$ cat src/rtl/guideir_arith_pkg.sv
// Shared arithmetic helpers for the shift-multiply datapath:
// power-of-two check, shift derivation and signed saturation limits.
package guideir_arith_pkg;

   function automatic bit f_is_pow2(input int v);
      return (v >= 1) && ((v & (v - 1)) == 0);
   endfunction

   function automatic int f_shift(input int mult);
      return $clog2(mult);
   endfunction

   function automatic longint f_smax(input int dw);
      return (longint'(1) <<< (dw - 1)) - longint'(1);
   endfunction

   function automatic longint f_smin(input int dw);
      return -(longint'(1) <<< (dw - 1));
   endfunction

endpackage

$ cat src/rtl/vr_pipe_stage.sv
// One valid/ready register slice; loads whenever it is empty or its
// content is leaving, so bubbles collapse and throughput stays at 1/clk.
module vr_pipe_stage #(
   parameter int W = 33
) (
   input  logic         i_Sys_clk,
   input  logic         i_Rst,
   input  logic         i_Valid,
   output logic         o_Ready,
   input  logic [W-1:0] i_Data,
   output logic         o_Valid,
   input  logic         i_Ready,
   output logic [W-1:0] o_Data
);

   assign o_Ready = ~o_Valid | i_Ready;

   always_ff @(posedge i_Sys_clk or posedge i_Rst) begin
      if (i_Rst) begin
         o_Valid <= 1'b0;
         o_Data  <= '0;
      end else if (o_Ready) begin
         o_Valid <= i_Valid;
         if (i_Valid) o_Data <= i_Data;
      end
   end

endmodule

$ cat src/rtl/multiplier_shift.sv
// Signed multiply by MULT (a power of two) as an arithmetic left shift,
// saturated to DW bits, with a sticky count of clamped samples delivered.
module multiplier_shift
   import guideir_arith_pkg::*;
#(
   parameter int DW     = 32,
   parameter int MULT   = 1024,
   parameter int SCNT_W = 16
) (
   input  logic                 i_Sys_clk,
   input  logic                 i_Rst,
   input  logic                 i_Valid,
   output logic                 o_Ready,
   input  logic signed [DW-1:0] i_Numer,
   output logic                 o_Valid,
   input  logic                 i_Ready,
   output logic signed [DW-1:0] o_Product,
   output logic                 o_Sat,
   input  logic                 i_Clr_cnt,
   output logic [SCNT_W-1:0]    o_Sat_cnt
);

   localparam int SHIFT = f_shift(MULT);
   localparam int XW    = DW + SHIFT;
   localparam logic signed [DW-1:0] SMAX = DW'(f_smax(DW));
   localparam logic signed [DW-1:0] SMIN = DW'(f_smin(DW));
   localparam logic [SCNT_W-1:0]    CNT_MAX = '1;

   generate
      if (!f_is_pow2(MULT)) begin : g_bad_mult
         $error("multiplier_shift: MULT must be a power of two >= 1");
      end
   endgenerate

   logic signed [XW-1:0] s1_in;
   logic        [XW-1:0] s1_q;
   logic                 s1_v;
   logic                 s2_rdy;
   logic                 fits;
   logic                 sat_flag;
   logic        [DW-1:0] sat_val;
   logic        [DW:0]   s2_q;

   assign s1_in = XW'(i_Numer) <<< SHIFT;

   vr_pipe_stage #(.W(XW)) u_s1 (
      .i_Sys_clk (i_Sys_clk),
      .i_Rst     (i_Rst),
      .i_Valid   (i_Valid),
      .o_Ready   (o_Ready),
      .i_Data    (s1_in),
      .o_Valid   (s1_v),
      .i_Ready   (s2_rdy),
      .o_Data    (s1_q)
   );

   // Value fits in DW bits iff every bit above the DW-1 sign position matches it.
   assign fits = (s1_q[XW-1:DW-1] == {(SHIFT + 1){s1_q[XW-1]}});

   always_comb begin
      sat_flag = ~fits;
      sat_val  = s1_q[DW-1:0];
      if (!fits) sat_val = s1_q[XW-1] ? SMIN : SMAX;
   end

   vr_pipe_stage #(.W(DW + 1)) u_s2 (
      .i_Sys_clk (i_Sys_clk),
      .i_Rst     (i_Rst),
      .i_Valid   (s1_v),
      .o_Ready   (s2_rdy),
      .i_Data    ({sat_flag, sat_val}),
      .o_Valid   (o_Valid),
      .i_Ready   (i_Ready),
      .o_Data    (s2_q)
   );

   assign o_Sat     = s2_q[DW];
   assign o_Product = s2_q[DW-1:0];

   always_ff @(posedge i_Sys_clk or posedge i_Rst) begin
      if (i_Rst) begin
         o_Sat_cnt <= '0;
      end else if (i_Clr_cnt) begin
         o_Sat_cnt <= '0;
      end else if (o_Valid && i_Ready && o_Sat && (o_Sat_cnt != CNT_MAX)) begin
         o_Sat_cnt <= o_Sat_cnt + SCNT_W'(1);
      end
   end

endmodule

$ cat config.mk
export PLATFORM = sky130hd
export DESIGN_NAME = multiplier_shift
export DESIGN_NICKNAME = d
export VERILOG_FILES = /design/src/rtl/guideir_arith_pkg.sv /design/src/rtl/vr_pipe_stage.sv /design/src/rtl/multiplier_shift.sv
export SDC_FILE = /design/constraint.sdc
export NUM_CORES = 1
export LEC_CHECK = 0
export ABC_AREA = 1
export BUFFER_PORTS_ARGS = -buffer_cell sky130_fd_sc_hd__buf_4
export CORE_MARGIN = 10
export CORE_UTILIZATION = 40
export DETAILED_ROUTE_END_ITERATION = 8
export PLACE_DENSITY = 0.74
export SYNTH_ARGS = -nofsm -noshare
export SYNTH_HDL_FRONTEND = slang
export SYNTH_HIERARCHICAL = 1
export SYNTH_SLANG_ARGS = --single-unit
$ cat constraint.sdc
create_clock -name i_Sys_clk -period 1.35 [get_ports i_Sys_clk]
set_input_delay 0.2025 -clock i_Sys_clk [delete_from_list [all_inputs] [get_ports i_Sys_clk]]
set_output_delay 0.2025 -clock i_Sys_clk [all_outputs]
set_load 0.02 [all_outputs]
==> out/metrics.csv <==
stage,metric,value,unit
detailed_routing,via_count,4261,
floorplan,rows,38,
clock_tree,cts_tree,done,
critical_path,endpoint_kind,register,
cells_and_area,final_layout_size_suffix_gt1_share,29.4,%
floorplan,die_h,126,um
power,p_leak,0.00333,uW
detailed_routing,drt_drc_violations_left,0,
place,hpwl,8.64,mm
detailed_routing,vias_per_cell,4.93,
clock_tree,clk_path_buf_depth,2,
critical_path,path_class,reg2reg,
run,maxCapViolations,0,
sta,period_share,113,%
cells_and_area,syn_to_final_growth,38.9,%
clock_tree,cts_buffers,9,
sta,fin_crit,1.53,ns
detailed_routing,routed_wl,12.6,mm
sta,hold_violations,0,
worst_hold_path,hold_end,u_s1/o_Data[40]$_DFFE_PP0P_,
floorplan,die_x,126,um
run_status,status,"complete, but fails checks",
global_routing,grt_usage,14.9,%
clock_tree,clock_latency,0.33,ns
place,place_inst,828,
critical_path,r2r-start,o_Sat_cnt[1]$_DFFE_PP0P_,
sta,whs,0.0948,ns
global_routing,grt_max_degree,44,
cells_and_area,final_cell_count_no_fill,865,
detailed_routing,firstDrtPassIters,5,
critical_path,cp.arrival,1.79,ns
cells_and_area,final_nets,761,
critical_path,start_kind,register,
global_routing,grt_overflow,0,
floorplan,start_util,41.3,%
sta,fin_skew,0.00755,ns
run_status,failed_checks,setup timing,
worst_hold_path,worstHoldPathType,in2reg,
global_routing,grt_pass1_vias,4165,
cells_and_area,antennaDiodeCount,0,
synth,syn_inst,579,
critical_path,regToRegEndpoint,o_Sat_cnt[4]$_DFFE_PP0P_,
synth,seq_area_frac_synth,51.3,%
global_routing,grt_pass1_wl,19.9,mm
cells_and_area,final_util,57.3,%
sta,maxSlewViolCount,0,
clock_tree,cts_root_buffer,clkbuf_16,
synth,ys_ff_latch,93,
critical_path,r2r_setup_slack,-0.18,ns
global_routing,antenna_found_initial,0,
synth,synth_cell_types,27,
clock_tree,cts_sinks,93,
floorplan,core-area,11000,um^2
worst_hold_path,min_path_cells,3,
synth,synth_warnings,6,
floorplan,die_area,16000,um^2
sta,rsz0062_at_grt,yes,
clock_tree,htree_num_levels,3,
power,p_per_area,1390,nW/um^2
clock_tree,clk_pin_slew,0.06,ns
sta,fmax,654,MHz
synth,syn-cell-area,4530,um^2
power,ir_drop,0.000616,V
sta,fin_ws,-0.180,ns
critical_path,cp_max_fo,6,
detailed_routing,ant_nets,0,
critical_path,rr_worst_depth,9,
floorplan,io_pins,88,
place,place_congestion,0.866,
detailed_routing,drt_iter0_drc,404,
synth,synth.avg_cell_area,7.83,um^2
detailed_routing,wl_per_cell,14.6,um
place,io_buffers,87,
worst_hold_path,min_from,i_Numer[30],
critical_path,critPathRequiredTime,1.61,ns
sta,setup_viol,45,
[synth_stat cells]
cell type    n  area share [%]
o21bai_1     1            0.17
nand2_4      3            0.75
inv_1       22             1.8
nor2_2       4            0.55
nand4_1      9             1.2
xor2_1       4            0.77
nor2_1      23             1.9
nand2_8      1            0.44
nand2_2      2            0.28
nor2_4       2            0.50
o21ai_1      1            0.11
conb_1       1           0.083
clkbuf_4     3            0.50
o21ai_0      3            0.33
clkbuf_1     2            0.17
xnor2_1      1            0.19
buf_2       10             1.1
nand3_1     94              10
dfrtp_1     93              51
nor3_1       3            0.33
buf_4       10             1.7
a21oi_1      1            0.11
clkinv_1     1           0.083
buf_6        8             2.0
nand3b_1     1            0.17
ha_1         1            0.28
nand2_1    275              23
[metal layers]
layer	part of all wire [%]	routed length (um)	track usage, %	vias to the layer above
met5	0	0	0	-
met4	0.95	120	5.02	0
met3	5.1	646	4.29	11
met2	50	6340	24.8	121
met1	44	5530	18.1	2025
li1	-	-	-	2104
[area by class of cell]
type | instances | area [um^2]
multi-input combinational | 441 | 2100
tap | 140 | 175
inverter | 23 | 86.3
clock inverter | 3 | 65.1
clock buffer | 10 | 229
sequential | 93 | 2330
timing repair buffer | 155 | 1310
fill | 947 | 4680
[worst max-delay path, stage by stage, from the launching register on]
cell,delay (ns)
dfrtp_2,0.42
ha_4,0.18
nand2_4,0.07
nor2_4,0.05
nand2_4,0.09
nor2_4,0.04
nor2_4,0.26
clkbuf_16,0.21
nand3_2,0.05
o21ai_1,0.07
[repair_timing]
| item | 4_1_cts | 5_1_grt |
|---|---|---|
| endpoints found under the setup margin | 49 | 92 |
| endpoints found under the hold margin | 71 | 0 |
| buffers inserted | 7 | 10 |
| gates resized for setup | 13 | 34 |
| hold buffers | 1 | 0 |
| pin swaps | 8 | 21 |
| cloned | 2 | 4 |
[worst max path at each step]
stage	to	start	cells past startpoint
after CTS	o_Ready	u_s2/o_Valid$_DFFE_PP0P_	4
after floorplan	o_Sat_cnt[12]$_DFFE_PP0P_	o_Sat_cnt[1]$_DFFE_PP0P_	10
after detailed placement	o_Sat_cnt[11]$_DFFE_PP0P_	o_Sat_cnt[1]$_DFFE_PP0P_	9
final	o_Sat_cnt[4]$_DFFE_PP0P_	o_Sat_cnt[1]$_DFFE_PP0P_	9
after global routing	o_Sat_cnt[4]$_DFFE_PP0P_	o_Sat_cnt[1]$_DFFE_PP0P_	9
after global placement	o_Sat_cnt[12]$_DFFE_PP0P_	o_Sat_cnt[1]$_DFFE_PP0P_	9
[cell families (layout without fill, tap and decap cells)]
logic type / after synthesis / in the layout / share of synthesized area, %
buf+inv: 56 / 191 / 7.31
xor+xnor: 5 / 5 / 0.966
simple gates: 417 / 419 / 39.3
flops: 93 / 93 / 51.3
other cells: 1 / 10 / 0.0827
fa+ha+maj: 1 / 1 / 0.276
compound gates: 6 / 6 / 0.717
[per-stage QoR]
| stage | area (um^2) | power [uW] | setup WS [ns] | setup TNS, ns |
|---|---|---|---|---|
| after detailed placement | 5560 | 6030 | -0.177 | -3.12 |
| after floorplan | 4600 | 5040 | -0.104 | -1.15 |
| final | 6300 | 8790 | -0.180 | -5.02 |
| after CTS | 6000 | 8680 | -0.115 | -4.02 |
| after global placement | 5560 | 5960 | -0.126 | -1.45 |
| after global routing | 6300 | 9250 | -0.240 | -10.06 |
[registers in the layout (all words and copies together) (netlist names)]
signal,cells
o_Sat_cnt,16
u_s2/o_Valid,1
u_s1/o_Data,42
u_s1/o_Valid,1
u_s2/o_Data,33
[report_power, final]
part           leakage (uW)  total (uW)  switching, uW  internal [uW]
clock              0.000144        2570            982           1590
combinational       0.00204        2560           1470           1080
sequential          0.00115        3660            349           3310
total               0.00333        8790           2810           5980
[layout by cell type (no fill, tap or decap), types with 2 or more instances in the layout]
| cell | n |
|---|---|
| nand2_1 | 266 |
| buf_4 | 139 |
| dfrtp_1 | 89 |
| nand3_1 | 87 |
| inv_1 | 20 |
| nor2_1 | 16 |
| clkbuf_16 | 13 |
| nor2_4 | 10 |
| conb_1 | 10 |
| nand4_1 | 9 |
| nand2_2 | 8 |
| buf_6 | 7 |
| nand2_4 | 6 |
| nand3_2 | 6 |
| nor2_2 | 4 |
| xor2_1 | 4 |
| dfrtp_2 | 4 |
| buf_12 | 4 |
| o21ai_1 | 2 |
| nor3_2 | 2 |
| inv_2 | 2 |
| bufinv_16 | 2 |
| nand2_8 | 2 |
No activity file was read; power rests on OpenSTA's default activity.
